===== config.mk =====
export PLATFORM = sky130hd
export DESIGN_NAME = logic_pipe_unit
export DESIGN_NICKNAME = d
export VERILOG_FILES = /design/src/rtl/logic_unit_pkg.sv /design/src/rtl/logic_pipe_stage.sv /design/src/rtl/logic_pipe_unit.sv
export SDC_FILE = /design/constraint.sdc
export NUM_CORES = 1
export LEC_CHECK = 0
export BUFFER_PORTS_ARGS = -buffer_cell sky130_fd_sc_hd__buf_4
export CORE_ASPECT_RATIO = 0.75
export CORE_MARGIN = 2
export CORE_UTILIZATION = 57
export DETAILED_ROUTE_END_ITERATION = 12
export PLACE_DENSITY_LB_ADDON = 0.3
export SETUP_SLACK_MARGIN = 0.05
export SLEW_MARGIN = 30
export SYNTH_ARGS = -nofsm -noshare
export SYNTH_HDL_FRONTEND = slang
export SYNTH_SLANG_ARGS = --single-unit

===== constraint.sdc =====
create_clock -name CLK -period 1.75 [get_ports CLK]
set_clock_uncertainty 0.05 [all_clocks]
set_input_delay 0.2625 -clock CLK [delete_from_list [all_inputs] [get_ports CLK]]
set_output_delay 0.2625 -clock CLK [all_outputs]
set_load 0.005 [all_outputs]

===== src/rtl/logic_unit_pkg.sv =====
`default_nettype none
// +----------------------------------------------------------------------+
// | logic_unit_pkg : function encodings and pipeline-depth bounds         |
// | Revision 1.0                                                          |
// +----------------------------------------------------------------------+
package logic_unit_pkg;

  localparam logic [2:0] FUN_AND  = 3'b000;
  localparam logic [2:0] FUN_OR   = 3'b001;
  localparam logic [2:0] FUN_NAND = 3'b010;
  localparam logic [2:0] FUN_NOR  = 3'b011;
  localparam logic [2:0] FUN_XOR  = 3'b100;
  localparam logic [2:0] FUN_XNOR = 3'b101;
  localparam logic [2:0] FUN_SHL  = 3'b110;
  localparam logic [2:0] FUN_SHR  = 3'b111;

  localparam int PIPE_STAGES_MIN = 1;
  localparam int PIPE_STAGES_MAX = 4;

endpackage
`default_nettype wire


===== src/rtl/logic_pipe_stage.sv =====
`default_nettype none
// +----------------------------------------------------------------------+
// | logic_pipe_stage : one valid/payload register slice of the pipe       |
// | Revision 1.0                                                          |
// +----------------------------------------------------------------------+
module logic_pipe_stage #(
  parameter int WIDTH = 17
) (
  input  logic             clk_i,
  input  logic             rst_ni,
  input  logic             load_i,
  input  logic             valid_i,
  input  logic [WIDTH-1:0] data_i,
  output logic             valid_o,
  output logic [WIDTH-1:0] data_o
);

  logic             valid_q;
  logic             valid_d;
  logic [WIDTH-1:0] data_q;
  logic [WIDTH-1:0] data_d;

  // load_i is high when this slice is empty or its content moves on this cycle
  always_comb begin
    valid_d = valid_q;
    data_d  = data_q;
    if (load_i) begin
      valid_d = valid_i;
      if (valid_i) begin
        data_d = data_i;
      end
    end
  end

  always_ff @(posedge clk_i or negedge rst_ni) begin
    if (!rst_ni) begin
      valid_q <= 1'b0;
      data_q  <= '0;
    end else begin
      valid_q <= valid_d;
      data_q  <= data_d;
    end
  end

  assign valid_o = valid_q;
  assign data_o  = data_q;

endmodule
`default_nettype wire


===== src/rtl/logic_pipe_unit.sv =====
`default_nettype none
// +----------------------------------------------------------------------+
// | logic_pipe_unit : pipelined logic/shift unit with valid/ready flow    |
// | Revision 1.0                                                          |
// +----------------------------------------------------------------------+
module logic_pipe_unit
  import logic_unit_pkg::*;
#(
  parameter int DATA_WIDTH  = 8,
  parameter int OUT_WIDTH   = 16,
  parameter int FUN_WIDTH   = 3,
  parameter int PIPE_STAGES = 2
) (
  input  logic                  CLK,
  input  logic                  RST,
  input  logic [DATA_WIDTH-1:0] A,
  input  logic [DATA_WIDTH-1:0] B,
  input  logic [FUN_WIDTH-1:0]  ALU_FUN,
  input  logic                  IN_VALID,
  output logic                  IN_READY,
  output logic [OUT_WIDTH-1:0]  Logic_OUT,
  output logic                  OUT_ZERO,
  output logic                  OUT_VALID,
  input  logic                  OUT_READY
);

  localparam int STAGES = (PIPE_STAGES < PIPE_STAGES_MIN) ? PIPE_STAGES_MIN :
                          (PIPE_STAGES > PIPE_STAGES_MAX) ? PIPE_STAGES_MAX :
                          PIPE_STAGES;
  localparam int SH_W   = (DATA_WIDTH > 1) ? $clog2(DATA_WIDTH) : 1;
  localparam int PAY_W  = OUT_WIDTH + 1;

  logic [SH_W-1:0]       w_sh;
  logic [DATA_WIDTH-1:0] w_logic;
  logic [OUT_WIDTH-1:0]  w_a_ext;
  logic [OUT_WIDTH-1:0]  w_result;
  logic                  w_zero;
  logic [STAGES-1:0]     w_valid;
  logic [STAGES:0]       w_ready;
  logic [PAY_W-1:0]      w_data [STAGES];

  // Only the low bits of B select the shift distance
  if (DATA_WIDTH > 1) begin : g_sh
    assign w_sh = B[SH_W-1:0];
  end else begin : g_sh_none
    assign w_sh = '0;
  end

  always_comb begin
    w_logic  = '0;
    w_result = '0;
    w_a_ext  = OUT_WIDTH'(A);
    case (ALU_FUN)
      FUN_WIDTH'(FUN_AND):  w_logic = A & B;
      FUN_WIDTH'(FUN_OR):   w_logic = A | B;
      FUN_WIDTH'(FUN_NAND): w_logic = ~(A & B);
      FUN_WIDTH'(FUN_NOR):  w_logic = ~(A | B);
      FUN_WIDTH'(FUN_XOR):  w_logic = A ^ B;
      FUN_WIDTH'(FUN_XNOR): w_logic = ~(A ^ B);
      FUN_WIDTH'(FUN_SHR):  w_logic = A >> w_sh;
      default:              w_logic = '0;
    endcase
    // Left shift works at output width so bits shifted past DATA_WIDTH survive
    if (ALU_FUN == FUN_WIDTH'(FUN_SHL)) begin
      w_result = w_a_ext << w_sh;
    end else begin
      w_result = OUT_WIDTH'(w_logic);
    end
  end

  assign w_zero = (w_result == '0);

  // A stage can take new data if it or any stage downstream has room
  always_comb begin
    w_ready          = '0;
    w_ready[STAGES]  = OUT_READY;
    for (int k = STAGES - 1; k >= 0; k--) begin
      w_ready[k] = ~w_valid[k] | w_ready[k+1];
    end
  end

  for (genvar k = 0; k < STAGES; k++) begin : g_stage
    logic             w_in_valid;
    logic [PAY_W-1:0] w_in_data;

    if (k == 0) begin : g_first
      assign w_in_valid = IN_VALID;
      assign w_in_data  = {w_zero, w_result};
    end else begin : g_next
      assign w_in_valid = w_valid[k-1];
      assign w_in_data  = w_data[k-1];
    end

    logic_pipe_stage #(
      .WIDTH (PAY_W)
    ) u_stage (
      .clk_i   (CLK),
      .rst_ni  (RST),
      .load_i  (w_ready[k]),
      .valid_i (w_in_valid),
      .data_i  (w_in_data),
      .valid_o (w_valid[k]),
      .data_o  (w_data[k])
    );
  end

  assign IN_READY               = w_ready[0];
  assign OUT_VALID              = w_valid[STAGES-1];
  assign {OUT_ZERO, Logic_OUT}  = w_data[STAGES-1];

endmodule
`default_nettype wire

======== Word-level counts from Yosys, hierarchy flattened ========
Cells that the tools add are included.
operators by class
  eq/ne operators ......................... 7
  shifts and indexed selects .............. 2
  multiplexer cells ....................... 2
  bitwise gates (word level) .............. 10
  reductions and logical operators ........ 4
operators with widths
  operator            number
  $pmux 8 s7          1
  $not 8->8           3
  $logic_not 16->1    1
  $mux 16             1
  $shl 8x3->16        1
  $eq 3x3->1 const B  4
  $and 8x8->8         1
  $or 8x8->8          1
  $shr 8x3->8         1
  $xor 8x8->8         1
  $eq 3x2->1 const B  2
  $reduce_and 2->1    2
  $eq 3x1->1 const B  1
  $logic_not 3->1     1
  $not 1->1           2
  $or 1x1->1          2
word-level totals
  flip-flop bits (word level) ............. 36
  bits of input ports ..................... 23
  output and inout port bits .............. 19
  logic and storage cells ................. 29

======== Logic depth before layout (Yosys ltp) ========
Gate-level depths: netlist of the first run.
  depth in word-level cells ............... 5
  gate-level depth with buffers ........... 10
  gate-level depth less buffers ........... 8

======== Modules after synthesis ========
From an unflattened synthesis of the first run, not the netlist that was laid out.
unflattened totals
  cells, all modules ...................... 266
  area total of the unflattened synthesis .. 2748.9 um2
modules (own cells, without submodules)
  module            times used  cells each  area an instance (um2)  seq. area each (um2)
  logic_pipe_stage  2           39          710.7                   450.4
  logic_pipe_unit   1           188         1327.5                  0.0

======== Worst setup path after synthesis of the first run ========
No wires, ideal clock.
  kind .................................... input -> register
  from .................................... input B[0]
  to ...................................... register g_stage[0].u_stage.data_q[16]
  arrival ................................. 1691 ps
  data required time ...................... 1608 ps
  setup slack ............................. -83 ps
  stages on the path ...................... 10
  path through ............................ buf_6 -> buf_6 -> inv_1 -> ha_1 -> mux2i_1 -> o22a_1 -> o22ai_1 -> a211oi_1 -> nand4_1 -> o31ai_2
on the way
  longest elaborated chain between the ends .. 5
  elaborated cells between the ends (all ways) .. 11
  those cells by class .................... 2 x shift; 2 x mux; 6 x bitwise; 1 x reduce/logical
RTL lines
  element                                                              RTL line                source
  start: declaration                                                   logic_pipe_unit.sv:17   input logic [DATA_WIDTH-1:0] B,
  parallel branches: the longest is 3 deep, another holds $shr 8x3->8  n/a
  $mux 16 (*)                                                          logic_pipe_unit.sv:64   if (ALU_FUN == FUN_WIDTH'(FUN_SHL)) begin
  $logic_not 16->1 (*)                                                 logic_pipe_unit.sv:71   assign w_zero = (w_result == '0);
  end signal: assignment                                               logic_pipe_stage.sv:41  data_q <= data_d;
  end: declaration                                                     logic_pipe_stage.sv:20  logic [WIDTH-1:0] data_q;
Every way passes the cells marked *.
A chain may end at the register's enable or synchronous reset.

======== Worst setup path in the final report of the first run ========
Ends and elaborated chain as after synthesis.

==> flow_summary.json, run 1 <==
{
  "required_ns": 1.90,
  "ir_drop_mv": 0.6351,
  "end_kind": "flip-flop",
  "place_hpwl_um": 5591,
  "port_buffers": 40,
  "syn_inst": 279,
  "drive_above_1_share_pct": 39.39,
  "cp_max_fo": 8,
  "first_iter_violations": 151,
  "syn_nets": 319,
  "wl_per_cell_um": 16.99,
  "yosys.area_share.xor_xnor_pct": 3.938,
  "synth_compound_area_share_pct": 15.61,
  "rsz0062_at_grt": "false",
  "ys_types": 52,
  "cp-endpoint": "g_stage[0].u_stage.data_o[16]",
  "grt_pass1_wl_um": 11720,
  "core_area_um2": 4493,
  "place_ws_ns": -0.2856,
  "clock.fmax_mhz": 604.3,
  "setup_tns_ns": 0,
  "ys_seq_area_share_pct": 31.88,
  "grt_max_degree": 35,
  "grt_overflow": 0,
  "dieHeight_um": 63.26,
  "crit_start": "B[0]",
  "clock_latency_ns": 0.28,
  "cp-start-kind": "input pin",
  "cts_buffer_depth": 2,
  "via_per_inst": 5.619,
  "numCtsBuffers": 5,
  "maxSlewViolCount": 0,
  "grt_pass1_vias": 2359,
  "post-route-period-util_pct": 94.57,
  "r2r.worst_path.cells": 5,
  "status": "complete, no violations",
  "hold_path_class": "in -> reg",
  "die_w_um": 83.01,
  "num_antenna_cells": 0,
  "fin_nets": 402,
  "ys_warn_count": 0,
  "synth.avg_cell_area_um2": 9.566,
  "synth_edf_count": 0,
  "grt_use_total_pct": 28.35,
  "first_pass_iters": 5,
  "synth_top_family_by_area": "multiplexers",
  "routed_wl_um": 7135,
  "drc": 0,
  "cp.arrival_ns": 1.80,
  "crit_type": "in -> reg",
  "hold_viol_final": 0,
  "final_cell_mix": "91 x buf_4, 34 x dfrtp_1, 33 x nand2_1",
  "area_growth_pct": 31.74,
  "dieArea_um2": 5251,
  "ioPinCount": 42,
  "synth_mux_area_share_pct": 19.55,
  "dpl_cell_area_um2": 3353,
  "cts.sinks": 34,
  "antenna_found_initial": 0,
  "r2r_slack_ns": 0.34,
  "total_power_w": 0.002374,
  "clockRootBuffer": "clkbuf_8",
  "setup_ws_ns": 0.09507,
  "final_area_um2": 3516,
  "powerDensity_nw_per_um2": 675.3,
  "finalCriticalPeriod_ns": 1.655,
  "synthAdderAreaFrac_pct": 7.970,
  "fp-row-count": 21,
  "num_vias": 2360,
  "final_core_util_pct": 78.25,
  "h-tree-depth": 2,
  "worstReg2RegStart": "g_stage[0].u_stage.valid_o",
  "clk_pin_slew_ns": 0.07,
  "setup_viol_count_final": 0,
  "synthFlopType": "dfrtp_1",
  "synth_area_um2": 2669,
  "drv_cap": 0,
  "synthArstFlopShare_pct": 100.0,
  "cts_tree": "done",
  "gp_congestion": 0.8993,
  "ys_ff_latch": 34,
  "initial_core_util_pct": 59.40,
  "final_common_cell": "buf_4",
  "r2r-end": "g_stage[0].u_stage.data_o[16]",
  "yosys.area_share.simple_pct": 13.64,
  "leakage_nw": 1.717,
  "ant_nets": 0
}
==> logic make-up after synthesis <==
family	after synthesis
AOI/OAI and AO/OA	60
xor gates and xnor gates	12
adders and majority gates	17
buffers and inverters	39
DFF	34
muxes	40
other	1
and+or+nand+nor	76
==> metal layers <==
layer	track usage (%)	up-vias	wire (µm)
met4	4.918	0	80
met2	43.75	87	3160
met5	0	-	0
li1	-	1162	-
met1	40.68	1101	3370
met3	7.864	10	523
==> repair_timing <==
action | in CTS | in global routing
hold endpoints to repair | 34 | 0
pin swaps | 1 | 2
hold buffers | 1 | 0
endpoints found under the setup margin | 1 | 2
resized for setup | 5 | 6
setup buffers | 1 | 0
==> critical path, cell delays in order <==
cell      delay (ns)
buf_4           0.15
mux4_1          0.59
nand2b_1        0.17
o211ai_1        0.09
o211a_1         0.20
nand4_1         0.11
o31ai_2         0.22
==> worst min path at each step <==
stage,end,start,slack (ns),cells after the start
floorplan,g_stage[0].u_stage.data_o[0],RST,-0.08,0
global placement,g_stage[1].u_stage.data_o[4],RST,0.17,1
detailed placement,g_stage[1].u_stage.data_o[3],RST,0.18,1
CTS,g_stage[0].u_stage.valid_o,IN_VALID,0.15,2
global route,g_stage[0].u_stage.valid_o,IN_VALID,0.15,2
finish,g_stage[0].u_stage.valid_o,IN_VALID,0.15,2
==> Yosys cell counts (10+ instances only) <==
master	n	area, µm²
dfrtp_1	34	850.8
ha_1	17	212.7
inv_1	18	67.56
mux2i_1	12	120.1
nand2_1	33	123.9
xnor2_1	10	87.58
mux2_2	20	225.2
nor2_1	11	41.29
o21ai_0	19	95.09
==> final cells by class <==
type / count / area (µm²)
Sequential cell: 34 / 850.8
Inverter: 19 / 76.32
Tap cell: 57 / 71.32
Fill cell: 316 / 977.2
Clock inverter: 2 / 12.51
Timing Repair Buffer: 96 / 747.0
Multi-Input combinational cell: 206 / 1675
Clock buffer: 6 / 82.58
==> registers in the layout (all words and copies together) (netlist names) <==
name,flops
g_stage.u_stage.valid_o,2
g_stage.u_stage.data_o,32
==> where the power goes <==
| part | leakage [nW] | switching [W] | internal [W] |
|---|---|---|---|
| sequential | 0.445 | 0.0000627 | 0.000889 |
| combinational | 1.22 | 0.000375 | 0.000443 |
| clock | 0.0472 | 0.000288 | 0.000316 |
==> metrics by stage <==
step | cells | hold WS, ns
floorplan | 279 | -0.08309
global placement | 410 | 0.1735
detailed placement | 410 | 0.1811
CTS | 420 | 0.1529
global route | 420 | 0.1473
finish | 420 | 0.1532
Power figures use the tool's default switching activity.
==> run 2: changes to the inputs <==
--- a/config.mk
+++ b/config.mk
@@ -11,6 +11,7 @@
 export CORE_UTILIZATION = 57
 export DETAILED_ROUTE_END_ITERATION = 12
 export PLACE_DENSITY_LB_ADDON = 0.3
+export RECOVER_POWER = 25
 export SETUP_SLACK_MARGIN = 0.05
 export SLEW_MARGIN = 30
 export SYNTH_ARGS = -nofsm -noshare
==> flow_summary.json, run 2 (same netlist as run 1, synthesis figures left out) <==
{
  "status": "complete, no violations",
  "cts_tree": "done",
  "seqCellArea_um2": 850.8,
  "p_int_w": 0.001647,
  "grt_overflow": 0,
  "numCtsBuffers": 5,
  "setup_ws_ns": 0.08453,
  "dieArea_um2": 5251,
  "r2r-end": "g_stage[0].u_stage.data_o[16]",
  "grt_pass1_vias": 2359,
  "r2r.worst_path.cells": 5,
  "final_cell_mix": "90 x buf_4, 34 x dfrtp_1, 33 x nand2_1",
  "initial_core_util_pct": 59.40,
  "hold_viol_final": 0,
  "clk_pin_slew_ns": 0.07,
  "fp-row-count": 21,
  "relSlewSlack_pct": 45.20,
  "hold_path_class": "in -> reg",
  "clockRootBuffer": "clkbuf_8",
  "switching_share_pct": 30.60,
  "powerDensity_nw_per_um2": 675.6,
  "first_iter_violations": 151,
  "grt_use_total_pct": 28.35,
  "multiInputGateArea_um2": 1675,
  "routed_wl_um": 7180,
  "via_per_inst": 5.640,
  "wl_per_cell_um": 17.10,
  "place_ws_ns": -0.2856,
  "port_buffers": 40,
  "post-route-period-util_pct": 95.17,
  "dieHeight_um": 63.26,
  "worstReg2RegStart": "g_stage[0].u_stage.valid_o",
  "cp_max_fo": 8,
  "h-tree-depth": 2,
  "place_hpwl_um": 5591,
  "num_vias": 2369,
  "fill_cells": 317,
  "num_antenna_cells": 0,
  "fin_nets": 402,
  "cts.sinks": 34,
  "power.share.sequential_pct": 40.1,
  "gp_congestion": 0.8993,
  "setup_viol_count_final": 0,
  "leakage_nw": 1.716,
  "required_ns": 1.90,
  "worst_pin_slew_ns": 0.8219,
  "maxSlewViolCount": 0,
  "ir_drop_mv": 0.6335,
  "r2r_slack_ns": 0.34,
  "rsz0062_at_grt": "false",
  "clock_latency_ns": 0.28,
  "core_area_um2": 4493,
  "p_comb_share_pct": 34.5,
  "area_growth_pct": 31.65,
  "power_frac_clock_pct": 25.3,
  "drive_above_1_share_pct": 39.39,
  "final_core_util_pct": 78.20,
  "cp-start-kind": "input pin",
  "switchingPower_w": 0.0007264,
  "final_common_cell": "buf_4",
  "end_kind": "flip-flop",
  "drc": 0,
  "crit_start": "B[0]",
  "setup_tns_ns": 0,
  "cp.arrival_ns": 1.81,
  "cp-endpoint": "g_stage[0].u_stage.data_o[16]",
  "die_w_um": 83.01,
  "ioPinCount": 42,
  "first_pass_iters": 4,
  "grt_pass1_wl_um": 11720,
  "finalCriticalPeriod_ns": 1.665,
  "crit_type": "in -> reg",
  "grt_max_degree": 35,
  "largest_reg_flops": 32,
  "antenna_found_initial": 0,
  "ant_nets": 0,
  "drv_cap": 0,
  "cts_buffer_depth": 2,
  "clock.fmax_mhz": 600.4
}
## run 2: changes by cell type in the layout (fill, tap and decap cells not counted), sizes merged
| cell | previous run | this run |
|---|---|---|
| clkbuf | 6 | 7 |
| buf | 95 | 94 |
## run 2: worst min path at each step
stage              from                      endpoint  slack (ns)  cells past startpoint
2_1_floorplan       RST  g_stage[0].u_stage.data_o[0]       -0.08                      0
6_report       IN_VALID    g_stage[0].u_stage.valid_o        0.15                      2
3_3_place_gp        RST  g_stage[1].u_stage.data_o[4]        0.17                      1
4_1_cts        IN_VALID    g_stage[0].u_stage.valid_o        0.15                      2
5_1_grt        IN_VALID    g_stage[0].u_stage.valid_o        0.15                      2
3_5_place_dp        RST  g_stage[1].u_stage.data_o[3]        0.18                      1
## run 2: per-layer routing
metal  track usage [%]  vias up  wire length, µm
li1                  -     1163                -
met1             40.68     1111             3397
met3             7.864        8              529
met4             4.918        0               69
met2             43.75       87             3184
met5                 0        -                0
## run 2: layout make-up
type	instances	share of cell area [%]
clock buffers	6	2.350
repair buffers	96	21.19
well taps	57	2.030
flip-flops and latches	34	24.22
inverters	19	2.172
clock inverters	2	0.3561
multi-input cells	206	47.69
## run 2: per-stage QoR
step / hold WS (ns) / instance area, µm² / std cells / total power, W
after floorplan: -0.08309 / 2691 / 279 / 0.001369
after global routing: 0.1473 / 3513 / 420 / 0.002508
after CTS: 0.1529 / 3490 / 420 / 0.002363
final: 0.1547 / 3513 / 420 / 0.002374
after detailed placement: 0.1811 / 3353 / 410 / 0.001748
after global placement: 0.1735 / 3353 / 410 / 0.001718
## run 2: worst max-delay path, stage by stage
cell,delay [ns]
buf_4,0.15
mux4_1,0.59
nand2b_1,0.17
o211ai_1,0.09
o211a_1,0.20
nand4_1,0.11
o31ai_2,0.22
## run 2: power by group through the flow
stage | clock, W | sequential, W | combinational [W]
5_1_grt | 0.000660 | 0.000964 | 0.000884
2_1_floorplan | 0 | 0.000952 | 0.000417
3_3_place_gp | 0 | 0.000952 | 0.000766
6_report | 0.000602 | 0.000952 | 0.000820
4_1_cts | 0.000608 | 0.000950 | 0.000805
3_5_place_dp | 0 | 0.000963 | 0.000785
## run 2: repair_timing
item	CTS	global route
gates cloned	0	0
buffers inserted	1	0
hold endpoints to repair	34	0
hold buffers	1	0
gates resized for setup	5	6
endpoints found under the setup margin	1	2
pin swaps	1	2
==> run 3: changes to the inputs <==
--- a/config.mk
+++ b/config.mk
@@ -7,7 +7,6 @@
 export LEC_CHECK = 0
 export BUFFER_PORTS_ARGS = -buffer_cell sky130_fd_sc_hd__buf_4
 export CORE_ASPECT_RATIO = 0.75
-export CORE_MARGIN = 2
 export CORE_UTILIZATION = 57
 export DETAILED_ROUTE_END_ITERATION = 12
 export PLACE_DENSITY_LB_ADDON = 0.3
==> constraint.sdc (replaced) <==
create_clock -name CLK -period 1.75 [get_ports CLK]
set_clock_uncertainty 0.05 [all_clocks]
set_input_delay 0.2625 -clock CLK [delete_from_list [all_inputs] [get_ports CLK]]
set_output_delay 0.2625 -clock CLK [all_outputs]
set_load 0.05 [all_outputs]
==> flow_summary.json, run 3 (same netlist as run 1, synthesis figures left out) <==
{
  "status": "complete, no violations",
  "dpl_cell_area_um2": 3374,
  "powerDensity_nw_per_um2": 762.8,
  "drive_above_1_share_pct": 41.19,
  "initial_core_util_pct": 59.75,
  "critPathTopFamily": "multiplexers",
  "antenna_found_initial": 0,
  "num_vias": 2523,
  "grt_overflow": 0,
  "power.share.sequential_pct": 34.6,
  "cp_max_fo": 7,
  "worstHoldStart": "IN_VALID",
  "clock.fmax_mhz": 610.9,
  "cp.arrival_ns": 1.80,
  "maxSlewViolCount": 0,
  "fin_nets": 408,
  "port_buffers": 40,
  "routed_wl_um": 7429,
  "cts_tree": "done",
  "dieArea_um2": 4963,
  "path_buf_inv": 3,
  "switchingPower_w": 0.0009553,
  "dieHeight_um": 61.26,
  "crit_slowest_cell": "mux4_2",
  "clock_latency_ns": 0.29,
  "crit_path_cell_trace": "buf_6, buf_6, mux4_2, inv_1, o22ai_1, nor3_2, nand4_1, o31ai_2",
  "first_iter_violations": 266,
  "hold_path_class": "in -> reg",
  "drc": 0,
  "first_pass_iters": 5,
  "grt_use_total_pct": 30.87,
  "place_ws_ns": -0.3486,
  "worstReg2RegStart": "g_stage[1].u_stage.valid_o",
  "worst_pin_slew_ns": 0.8581,
  "grt_pass1_wl_um": 11120,
  "cp-start-kind": "input pin",
  "switching_share_pct": 35.00,
  "setup_tns_ns": 0,
  "grt_max_degree": 35,
  "fp-row-count": 21,
  "final_area_um2": 3578,
  "post-route-period-util_pct": 93.54,
  "area_growth_pct": 34.08,
  "crit_type": "in -> reg",
  "gp_congestion": 0.9546,
  "end_kind": "flip-flop",
  "clk_pin_slew_ns": 0.08,
  "max_stage_delay_ns": 0.51,
  "p_comb_share_pct": 39.4,
  "crit_start": "B[1]",
  "cts.sinks": 34,
  "clockRootBuffer": "clkbuf_8",
  "relSlewSlack_pct": 42.79,
  "core_area_um2": 4467,
  "cpMostUsedCell": "buf_6",
  "place_hpwl_um": 5602,
  "hold_ws_ns": 0.1498,
  "leakage_nw": 1.747,
  "num_antenna_cells": 0,
  "p_int_w": 0.001774,
  "die_w_um": 81.01,
  "final_common_cell": "buf_4",
  "h-tree-depth": 2,
  "largest_reg_flops": 32,
  "setup_ws_ns": 0.1131,
  "via_per_inst": 5.923,
  "grt_pass1_vias": 2294,
  "ant_nets": 0,
  "required_ns": 1.91,
  "power_frac_clock_pct": 26.0,
  "drv_cap": 0,
  "ir_drop_mv": 0.6835,
  "cts_buffer_depth": 2,
  "setup_viol_count_final": 0,
  "wl_per_cell_um": 17.44,
  "final_cell_mix": "97 x buf_4, 33 x dfrtp_1, 30 x nand2_1",
  "ioPinCount": 42,
  "numCtsBuffers": 5,
  "finalCriticalPeriod_ns": 1.637,
  "hold_viol_final": 0
}
## run 3: cell types whose count changed in the layout (fill, tap and decap cells not counted), moves of 2 or more
cell	before	now
inv_2	0	2
buf_4	90	97
o21ai_1	1	3
clkbuf_1	0	2
o21ai_0	19	17
nand2_2	0	3
mux2i_1	10	12
nand2_1	33	30
mux2i_2	2	0
## run 3: cell type report
class                   instances  area, µm²
clock buffers                   7      76.32
inverters                      19      71.32
well taps                      57      71.32
clock inverters                 1      30.03
repair buffers                102      777.0
multi-input cells             206       1700
fillers                       304      888.4
flip-flops and latches         34      852.1
## run 3: worst reg2reg max path, stage by stage (launching register included)
cell and delay [ns]:
dfrtp_2 0.41, nand3b_1 0.17, nand2_2 0.12, a21oi_1 0.18
nand4b_1 0.16, o31ai_2 0.25
## run 3: worst paths after layout
path / endpoint / slack, ns / cells past startpoint
setup / recovery: g_stage[0].u_stage.data_o[16] / 0.11 / 8
hold / removal: g_stage[0].u_stage.valid_o / 0.15 / 2
setup reg to reg: g_stage[0].u_stage.data_o[16] / 0.34 / 5
hold reg to reg: g_stage[0].u_stage.data_o[6] / 0.43 / 2
max in group asynchronous: g_stage[1].u_stage.valid_o / 0.48 / 2
min in group asynchronous: g_stage[1].u_stage.data_o[1] / 0.56 / 2
## run 3: power by group through the flow
stage               Sequential, W  Clock [W]  Combinational [W]
finish                   0.000944   0.000711            0.00108
global route             0.000958   0.000756            0.00115
CTS                      0.000944   0.000718            0.00104
detailed placement       0.000958          0            0.00103
global placement         0.000952          0            0.00100
floorplan                 0.00117          0           0.000434
## run 3: timing repair
item                                    4_1_cts  5_1_grt
hold buffers                                  1        0
endpoints found under the setup margin        1        3
pin swaps                                     0        7
buffers inserted                              0        1
endpoints found under the hold margin        34        0
gates resized for setup                       2       15
## run 3: stage by stage
step           std cells  power, W  util (%)
2_1_floorplan        279  0.001603         -
3_3_place_gp         416  0.001956     75.55
3_5_place_dp         416  0.001984     75.55
4_1_cts              425  0.002702     78.38
5_1_grt              426  0.002860     80.11
6_report             426  0.002730     80.11
## run 3: routing by layer
layer,up-vias,wire (µm),GRT usage (%)
met5,-,0,0
met4,0,75,5.612
met3,8,614,5.778
met2,133,3500,51.98
met1,1213,3238,42.34
li1,1169,-,-
